==> config.mk <==
export PLATFORM = sky130hd
export DESIGN_NAME = p2s_tx_sched
export DESIGN_NICKNAME = d
export VERILOG_FILES = /design/src/rtl/p2s_pkg.sv /design/src/rtl/p2s_shreg.sv /design/src/rtl/p2s_tx_sched.sv
export SDC_FILE = /design/constraint.sdc
export NUM_CORES = 1
export LEC_CHECK = 0
export CAP_MARGIN = 25
export CELL_PAD_IN_SITES_DETAIL_PLACEMENT = 0
export CELL_PAD_IN_SITES_GLOBAL_PLACEMENT = 1
export CORE_ASPECT_RATIO = 0.9
export CORE_MARGIN = 1
export CORE_UTILIZATION = 49
export DETAILED_ROUTE_END_ITERATION = 8
export DONT_BUFFER_PORTS = 1
export PLACE_DENSITY_LB_ADDON = 0.1
export SLEW_MARGIN = 10
export SYNTH_ARGS = -nofsm -noshare
export SYNTH_HDL_FRONTEND = slang
export SYNTH_SLANG_ARGS = --single-unit
==> constraint.sdc <==
create_clock -name Clock -period 3.2 [get_ports Clock]
set_input_delay 0 -clock Clock [delete_from_list [all_inputs] [get_ports Clock]]
set_output_delay 0 -clock Clock [all_outputs]
set_load 0.02 [all_outputs]
==> src/rtl/p2s_pkg.sv <==
// Shared types and helpers for the p2s transmit scheduler.
// rr_pick performs the round-robin search over a zero-extended request vector.
package p2s_pkg;

  localparam int unsigned P2S_WIDTH = 10;
  localparam int unsigned RR_MAX    = 32;

  localparam logic [1:0] S_IDLE  = 2'd0;
  localparam logic [1:0] S_SHIFT = 2'd1;
  localparam logic [1:0] S_GAP   = 2'd2;

  typedef enum logic [1:0] {
    IDLE  = S_IDLE,
    SHIFT = S_SHIFT,
    GAP   = S_GAP
  } state_e;

  typedef struct packed {
    logic       found;
    logic [4:0] idx;
  } pick_t;

  // Search starts at ptr and wraps at n; only the first n bits of valid are examined.
  function automatic pick_t rr_pick(input logic [RR_MAX-1:0] valid,
                                    input int unsigned ptr,
                                    input int unsigned n);
    pick_t r;
    r.found = 1'b0;
    r.idx   = '0;
    for (int unsigned k = 0; k < RR_MAX; k++) begin
      int unsigned j;
      j = ptr + k;
      if (j >= n) j = j - n;
      if (k < n && !r.found && valid[j[4:0]]) begin
        r.found = 1'b1;
        r.idx   = j[4:0];
      end
    end
    return r;
  endfunction

endpackage

==> src/rtl/p2s_shreg.sv <==
// WIDTH-bit left shift register with parallel load and zero serial-in.
// The serial output is the MSB.
module p2s_shreg #(
  parameter int unsigned WIDTH = 10
) (
  input  logic             Clock,
  input  logic             rst,
  input  logic             load,
  input  logic             shift_en,
  input  logic [WIDTH-1:0] d,
  output logic             msb
);

  logic [WIDTH-1:0] q;

  always_ff @(posedge Clock) begin
    if (rst)           q <= '0;
    else if (load)     q <= d;
    else if (shift_en) q <= {q[WIDTH-2:0], 1'b0};
  end

  assign msb = q[WIDTH-1];

endmodule

==> src/rtl/p2s_tx_sched.sv <==
// Round-robin transmit scheduler: grants one word, shifts it out MSB first,
// then holds an inter-frame gap before the next grant.
module p2s_tx_sched
  import p2s_pkg::*;
#(
  parameter int unsigned WIDTH      = P2S_WIDTH,
  parameter int unsigned NREQ       = 2,
  parameter int unsigned GAP_CYCLES = 1
) (
  input  logic                    Clock,
  input  logic                    rst,
  input  logic [NREQ-1:0]         req_valid,
  input  logic [NREQ*WIDTH-1:0]   req_data,
  output logic [NREQ-1:0]         req_ready,
  input  logic                    ser_stall,
  output logic                    ser_out,
  output logic                    ser_valid,
  output logic                    ser_last,
  output logic [$clog2(NREQ)-1:0] grant_id,
  output logic                    busy
);

  localparam int unsigned IDW = $clog2(NREQ);
  localparam int unsigned CW  = $clog2(WIDTH);
  localparam logic [3:0]  GAP_INIT = (GAP_CYCLES == 0) ? 4'd0 : 4'(GAP_CYCLES - 1);

  state_e            state;
  logic [CW-1:0]     bitcnt;
  logic [3:0]        gapcnt;
  logic [IDW-1:0]    rr_ptr;
  logic [RR_MAX-1:0] valid_ext;
  pick_t             pick;
  logic [IDW-1:0]    g;
  logic              accept;
  logic              shift_en;
  logic              msb;
  logic [WIDTH-1:0]  load_word;

  always_comb begin
    valid_ext = '0;
    valid_ext[NREQ-1:0] = req_valid;
    pick = rr_pick(valid_ext, 32'(rr_ptr), NREQ);
  end

  assign g         = IDW'(pick.idx);
  assign accept    = (state == IDLE) && pick.found;
  assign load_word = req_data[int'(g)*WIDTH +: WIDTH];
  assign shift_en  = (state == SHIFT) && !ser_stall;

  always_comb begin
    req_ready = '0;
    for (int unsigned i = 0; i < NREQ; i++) begin
      if (accept && (32'(g) == i)) req_ready[i] = 1'b1;
    end
  end

  p2s_shreg #(.WIDTH(WIDTH)) u_shreg (
    .Clock    (Clock),
    .rst      (rst),
    .load     (accept),
    .shift_en (shift_en),
    .d        (load_word),
    .msb      (msb)
  );

  assign ser_out   = (state == SHIFT) ? msb : 1'b0;
  assign ser_valid = shift_en;
  assign ser_last  = shift_en && (bitcnt == '0);
  assign busy      = (state != IDLE);

  always_ff @(posedge Clock) begin
    if (rst) begin
      state    <= IDLE;
      bitcnt   <= '0;
      gapcnt   <= '0;
      rr_ptr   <= '0;
      grant_id <= '0;
    end else begin
      unique case (state)
        IDLE: begin
          if (accept) begin
            bitcnt   <= CW'(WIDTH - 1);
            grant_id <= g;
            rr_ptr   <= (32'(g) == NREQ - 1) ? '0 : g + IDW'(1);
            state    <= SHIFT;
          end
        end
        SHIFT: begin
          if (!ser_stall) begin
            if (bitcnt == '0) begin
              gapcnt <= GAP_INIT;
              state  <= (GAP_CYCLES == 0) ? IDLE : GAP;
            end else begin
              bitcnt <= bitcnt - CW'(1);
            end
          end
        end
        GAP: begin
          if (gapcnt == '0) state <= IDLE;
          else              gapcnt <= gapcnt - 4'd1;
        end
        default: state <= IDLE;
      endcase
    end
  end

endmodule

Yosys cells after proc, flatten, opt, wreduce, memory -nomap -nowiden

Cells that the tools add are included.
Widths: inputs -> output; s select.

Register bits: 22
Logic and storage cells: 73

Order comparisons: 4
Bitwise gates (word level): 1
Shift-type cells: 1
Multipliers: 1
Multiplexer cells: 27
$add $sub $neg: 6
Eq/ne operators: 8
Reduce and logical (&&, ||, !) cells: 19

Operators with widths:

| kind                | count |
|---|---|
| $mux 4              | 6 |
| $mux 10             | 2 |
| $shiftx 20x6->10    | 1 |
| $pmux 4 s2          | 2 |
| $lt 5x6->1 const B  | 2 |
| $mux 6              | 2 |
| $reduce_and 4->1    | 3 |
| $bmux 1 s5          | 2 |
| $mux 5              | 2 |
| $ne 2x2->1 const B  | 5 |
| $logic_not 4->1     | 2 |
| $mux 2              | 4 |
| $reduce_bool 2->1   | 4 |
| $sub 4x1->4 const B | 2 |
| $logic_and 1x1->1   | 6 |
| $mux 1              | 6 |
| $pmux 2 s3          | 1 |
| $mul 1x3->4 const B | 1 |
| $sub 1x2->3 const B | 1 |
| $sub 2x2->3 const B | 1 |
| $add 1x1->2 const B | 1 |
| $eq 2x1->1 const B  | 1 |
| $eq 2x2->1 const B  | 1 |
| $ge 1x2->1 const B  | 1 |
| 7 further kinds     | 8 |

Depth between registers and ports, before layout

Gate-level depths: netlist of the first run.

Depth in word-level cells: 11
Depth in mapped cells: 6
Depth with buffers taken out: 5

Cells and area by module

Synthesis of the first run repeated with hierarchy kept, for this count alone.

Cell total of the unflattened synthesis: 136
Area total of the unflattened synthesis: 1292.5 µm²

By module, submodules not included:

| module       | sequential area each (µm²) | area an instance (µm²) | instances | cells an instance |
|---|---|---|---|---|
| p2s_tx_sched | 240.2                      | 834.6                  | 1         | 92 |
| p2s_shreg    | 200.2                      | 457.9                  | 1         | 44 |

Least setup slack after synthesis of the first run

No wires, ideal clock.

Kind: reg2reg
Start point: register bitcnt[0]
End point: register state[1]
Required time: 3.141 ns
Setup time: 0.059 ns
Data arrival time: 1.539 ns
Cell stages (with the launch flop): 7
Slack: 1.603 ns
Clock period less this slack: 1.597 ns
Cell sequence: dfxtp_1 inv_1 ha_1 or3b_1 buf_6 nor3_2 o21a_1

Cells in the longest elaborated chain, start to end: 3

RTL lines:

| item                              | RTL line           | source |
|---|---|---|
| start, declared                   | p2s_tx_sched.sv:28 | `logic [CW-1:0] bitcnt;` |
| start signal, assigned            | p2s_tx_sched.sv:82 | `bitcnt <= CW'(WIDTH - 1);` |
| start signal, assigned            | p2s_tx_sched.sv:94 | `bitcnt <= bitcnt - CW'(1);` |
| $logic_not 4->1                   | p2s_tx_sched.sv:90 | `if (bitcnt == '0) begin` |
| $ne 2x1->1 (no source line)       | -                  |  |
| $reduce_and 4->1 (no source line) | -                  |  |
| end signal, assigned              | p2s_tx_sched.sv:92 | `state <= (GAP_CYCLES == 0) ? IDLE : GAP;` |
| end, declared                     | p2s_tx_sched.sv:27 | `state_e state;` |

Every way passes these cells.
A chain may end at the register's enable or synchronous reset.

Final worst setup path of the first run

Start point: register state[1]
End point: register u_shreg.q[7]

Cells in the longest elaborated chain, start to end: 3

RTL lines:

| item                                                                 | RTL line                               | source |
|---|---|---|
| $eq 2x1->1 / $logic_not 2->1 (equally long branches)                 | p2s_tx_sched.sv:48, p2s_tx_sched.sv:46 |  |
| $logic_and 1x1->1, on equally long branches                          | p2s_tx_sched.sv:48, p2s_tx_sched.sv:46 |  |
| $reduce_bool 2->1 (no source line) / $mux 10 (equally long branches) | -                                      |  |
| end signal, assigned                                                 | p2s_shreg.sv:19                        | `else if (shift_en) q <= {q[WIDTH-2:0], 1'b0};` |
| end, declared                                                        | p2s_shreg.sv:14                        | `logic [WIDTH-1:0] q;` |

Several ways; a longest one is shown, not always the timed one.

==> qor.csv, run 1 <==
metric;value;unit
gr usage total;0.2524;
Flop pwr share;0.459;
vias per cell;6.600;
most frequent cells in the layout;22 x dfxtp_1, 22 x dlygate4sd3_1, 21 x nand3_1;
switch share;0.3440;
Synth area leaders;dfxtp_1 32%, nand3_1 7.6%, a21oi_1 6.5%;
DIE AREA;3025;um^2
H-tree depth;1;
critical path cell sequence;or2_1 -> o32ai_1 -> a311oi_1 -> dlygate4sd3_1;
Synth top area share;0.3200;
final hold slack;0.03917;ns
Synth cell types;43;
diodes inserted;0;
number of buffers added on ports;0;
Worst-Skew Late Latency;0.31;ns
Die W;57.87;um
RSZ-0062 raised after global routing;false;
antenna violations before repair;0;
Yosys Warn Count;0;
asr flop ratio synth;0;
Critical Path End Type;flip-flop;
CP max-delay cell;dfxtp_1;
CTS Sinks;22;
root buf cell;clkbuf_4;
CP Data Required Time;3.46;ns
Rel. slew slack;0.4095;
CTS tree;yes;
Buf/Inv on CP;1;
Hold WC Path Type;in2reg;
CP delay by family, top;flip-flops;
Top FF cell, synth;dfxtp_1;
Pins Over Slew Limit;0;
Finish-stage setup viols;0;
GPL Wtd Cong;0.8037;
Data arrival, critical path;2.96;ns
worst vdd ir;332.5;uV
Clk pwr share;0.214;
internal power;487.3;uW
status;complete, no violations;
Max Cap Violations;0;
Worst path max stage delay;0.88;ns
Setup TNS;0;ns
WL per Instance;17.50;um
first-pass GRT wire length;5809;um
FMAX;371.1;MHz
cell taking the most area after synthesis;dfxtp_1;
P&R area growth vs syn;13.64;%
largest net degree at the start of global routing;21;
Worst setup SP type;flip-flop;
FILL cells;229;
Setup Crit Path Kind;reg2reg;
post-synthesis sequential area ratio;0.3200;
Core Area;2552;um^2
Reg clk slew, reported paths;0.13;ns
Initial Utilization;0.5392;
Static Leak;0.5555;nW
Remaining Overflow, GRT;0;
number of synthesized register bits;22;
Antenna Nets Post-Route;0;
DRT Wirelength;3500;um
PwrDens;474.9;nW/um^2
share of layout cells above drive strength 1;0.08140;
Post-synth EDFFs;0;
CP max FO;18;
vias in the first global route;1271;
Gate power share;0.326;
Final period util;0.8420;
DP Wirelength;2202;um
Sw Pwr;255.6;uW
syn_nets;191;
Iteration-0 DRC Markers;45;
Pre-antenna DRT Iters;4;
Die H;52.28;um
Final Hold Viols;0;
Synth Area per Inst;8.444;um^2
nets;201;
via count;1320;
DR DRC count;0;
Syn Inst Count;163;
fin crit period;2.694;ns
multi-input logic area;794.5;um^2
Site Rows;17;
Worst Tran Pin Value;0.8824;ns
Setup Buffers After CTS;0;
FF+latch area;440.4;um^2
synthesized cell area;1376;um^2
IO Pins;32;
cts bufs inserted;3;
Max Clock Skew;0.006637;ns
Bufs on Longest Clock Path;2;
==> power by group through the flow <==
| stage | clock network [mW] | registers, mW | logic (mW) |
|---|---|---|---|
| global placement | 0 | 0.345 | 0.189 |
| CTS | 0.164 | 0.341 | 0.237 |
| global route | 0.174 | 0.347 | 0.265 |
| detailed placement | 0 | 0.347 | 0.195 |
| finish | 0.159 | 0.341 | 0.243 |
| floorplan | 0 | 0.331 | 0.198 |
==> routing by layer <==
metal  up-vias  track usage  share of wire
li1        634            -              -
met1       631       0.3157           0.44
met2        47       0.4215           0.48
met3         8      0.05185          0.053
met4         0       0.1071          0.022
met5         -            0              0
==> per-stage QoR <==
step | worst slack, ns | power, mW | util | instances | instance area, um^2
3_5_place_dp | 1.137 | 0.5419 | 0.5123 | 174 | 1308
4_1_cts | 0.5947 | 0.7419 | 0.6127 | 200 | 1564
6_report | 0.5056 | 0.7428 | 0.6127 | 200 | 1564
5_1_grt | 0.3113 | 0.7861 | 0.6127 | 200 | 1564
3_3_place_gp | 1.229 | 0.5347 | 0.5123 | 174 | 1308
2_1_floorplan | 1.603 | 0.5294 | - | 163 | 1376
==> cells by family after synthesis <==
family                     synth area share
muxes                              0.007273
AOI/OAI and AO/OA                    0.2836
buffers and inverters                0.1027
DFF                                  0.3200
adders and majority gates           0.02728
and+or+nand+nor                      0.2591
==> worst paths after layout <==
path | startpoint | end | slack, ns | cells past startpoint
min reg2reg | rr_ptr$_SDFFE_PP0P_ | rr_ptr$_SDFFE_PP0P_ | 0.51 | 2
max reg2reg | state[1]$_SDFFE_PP0P_ | u_shreg.q[7]$_SDFFE_PP0P_ | 0.51 | 4
max | state[1]$_SDFFE_PP0P_ | u_shreg.q[7]$_SDFFE_PP0P_ | 0.51 | 4
min | ser_stall | bitcnt[3]$_SDFFE_PP0P_ | 0.04 | 3
==> state kept, by name, indices dropped and copies added (netlist names) <==
name       flops
u_shreg.q     10
rr_ptr         1
bitcnt         4
gapcnt         4
state          2
grant_id       1
==> worst min-delay path, stage by stage <==
cell and delay [ns]:
a21oi_4 0.11, nand4_1 0.12, o211ai_1 0.08
==> layout make-up <==
class | count | share of cell area
Clock buffer | 4 | 0.02320
Inverter | 10 | 0.02400
Multi-Input combinational cell | 114 | 0.5080
Sequential cell | 22 | 0.2816
Tap cell | 28 | 0.02240
Timing Repair Buffer | 22 | 0.1408
==> Yosys cell counts, drive strengths merged, types with 2 or more instances <==
| cell type | number |
|---|---|
| a21oi | 19 |
| a311oi | 10 |
| and2 | 3 |
| buf | 13 |
| clkbuf | 4 |
| dfxtp | 22 |
| ha | 3 |
| inv | 10 |
| nand2 | 2 |
| nand2b | 6 |
| nand3 | 21 |
| nor2 | 4 |
| nor3 | 4 |
| nor3b | 3 |
| o211ai | 3 |
| o21ai | 6 |
| o32ai | 9 |
| or2 | 2 |
| or3 | 4 |
| or4 | 2 |
==> what timing repair did <==
item,in CTS,in global routing
setup endpoints to repair,0,0
resized for setup,0,0
hold buffers,22,0
hold endpoints to repair,22,0
Power figures use the tool's default switching activity.
==> run 2, diff against run 1 <==
CORE_UTILIZATION = 45   (was 49)
clock period = 2.7 ns   (was 3.2 ns; I/O delays follow)
==> run 2 against run 1 <==
Critical path depth stayed put. Sequential share of layout area is 0.16 points lower. Global-route usage is 1.6 points lower. Maximum frequency is 10% higher. Clock power hardly changed. Final cell count is 6.0% higher. Hold slack worse by 0.0096 ns. Clock skew is 0.0029 ns lower. Combinational power is 20% higher. Total power is 15% higher. Utilization is 5.4 points lower. Highest routed layer unchanged.
==> qor.csv, run 2 (synthesis gave the netlist of run 1 again) <==
metric;value;unit
DIE AREA;3284;um^2
Static Leak;0.5537;nW
worst vdd ir;382.6;uV
multi-input logic area;794.5;um^2
FMAX;408.9;MHz
Flop pwr share;0.472;
Worst Tran Pin Value;0.9435;ns
Bufs on Longest Clock Path;2;
WL per Instance;17.01;um
H-tree depth;1;
switch share;0.3565;
Antenna Nets Post-Route;0;
Iteration-0 DRC Markers;76;
Worst path max stage delay;0.67;ns
IO Pins;32;
Largest Register;u_shreg.q;
vias in the first global route;1198;
number of buffers added on ports;0;
Remaining Overflow, GRT;0;
largest net degree at the start of global routing;21;
Pins Over Slew Limit;0;
share of layout cells above drive strength 1;0.08140;
Critical Path End Type;flip-flop;
nets;202;
Pre-antenna DRT Iters;4;
DR DRC count;0;
Gate power share;0.342;
CTS Sinks;22;
Die H;54.47;um
Finished Layout Cells;212;
diodes inserted;0;
Worst-Skew Late Latency;0.32;ns
final hold slack;0.02957;ns
Largest register FFs;10;
Final period util;0.9059;
Site Rows;18;
Cells after DPL;187;
Max Cap Violations;0;
CP max FO;15;
largest registers;u_shreg.q: 10 flops, bitcnt: 4 flops, gapcnt: 4 flops;
Data arrival, critical path;2.71;ns
GPL Wtd Cong;0.7284;
Area after DPL;1330;um^2
Die W;60.30;um
Setup Crit Path Kind;reg2reg;
critical path cell sequence;or2_1 -> o32ai_1 -> a311oi_1 -> dlygate4sd3_1;
Worst setup SP type;flip-flop;
via count;1312;
root buf cell;clkbuf_4;
CP max-delay cell;dfxtp_1;
Finish-stage setup viols;0;
gr usage total;0.2362;
Hold WC Path Type;in2reg;
DP Wirelength;2284;um
FF+latch area;440.4;um^2
first-pass GRT wire length;5692;um
Post-CTS Resized;0;
Max Clock Skew;0.003701;ns
antenna violations before repair;0;
Final Hold Viols;0;
fin crit period;2.446;ns
RSZ-0062 raised after global routing;false;
Setup TNS;0;ns
CP Data Required Time;2.97;ns
Core Area;2815;um^2
PwrDens;542.0;nW/um^2
status;complete, no violations;
vias per cell;6.189;
most frequent cells in the layout;22 x dfxtp_1, 22 x dlygate4sd3_1, 21 x nand3_1;
Rel. slew slack;0.3687;
Sw Pwr;303.9;uW
Clk pwr share;0.185;
Reg clk slew, reported paths;0.13;ns
CTS tree;yes;
DRT Wirelength;3606;um
Final Cell Area;1573;um^2
cts bufs inserted;3;
Initial Utilization;0.4889;
P&R area growth vs syn;14.27;%
FILL cells;275;
internal power;548.5;uW
run 2: cell count changes in the layout (fill, tap and decap cells not counted), sizes merged:
cell,delta
clkbuf,-1
buf,+1
run 2: metrics by stage:
step / utilization / setup slack [ns] / power, mW
4_1_cts: 0.5587 / 0.3060 / 0.8492
2_1_floorplan: - / 1.103 / 0.6275
3_3_place_gp: 0.4724 / 0.9083 / 0.6375
5_1_grt: 0.5587 / 0.1436 / 0.9009
3_5_place_dp: 0.4724 / 0.8723 / 0.6463
6_report: 0.5587 / 0.2542 / 0.8524
run 2: critical path: cells and delay by family (launching register included):
kind                   cells  cell delay, ns
DFF                        1            0.67
AOI/OAI and AO/OA          2            0.49
and+or+nand+nor            1            0.63
buffers and inverters      1            0.59
run 2: layout make-up:
| type | instances | area share |
|---|---|---|
| tap | 40 | 0.03182 |
| clock buffer | 3 | 0.01432 |
| timing repair buffer | 23 | 0.1448 |
| sequential | 22 | 0.2800 |
| multi-input combinational | 114 | 0.5052 |
| inverter | 10 | 0.02387 |
run 2: metal layers:
metal,track usage,wire (um),up-vias
met5,0,0,-
met4,0.05814,33,0
met3,0.06147,212,4
met2,0.3974,1723,47
met1,0.3001,1636,622
li1,-,-,639
run 2: worst paths after layout:
check	from	end	slack, ns	cells after the start
worst max register to register	state[1]$_SDFFE_PP0P_	u_shreg.q[3]$_SDFFE_PP0P_	0.25	4
worst min register to register	gapcnt[1]$_SDFFE_PP0P_	gapcnt[1]$_SDFFE_PP0P_	0.50	2
worst max-delay path	state[1]$_SDFFE_PP0P_	u_shreg.q[3]$_SDFFE_PP0P_	0.25	4
worst min-delay path	ser_stall	bitcnt[3]$_SDFFE_PP0P_	0.03	3
run 2: power groups by stage:
stage	Clock (mW)	Combinational (mW)	Sequential [mW]
CTS	0.160	0.287	0.402
global route	0.175	0.317	0.408
detailed placement	0	0.237	0.409
global placement	0	0.230	0.407
floorplan	0	0.235	0.392
finish	0.158	0.292	0.403
run 2: timing repair:
item                      4_1_cts  5_1_grt
hold buffers                   22        0
buffers inserted                0        0
hold endpoints to repair       22        0
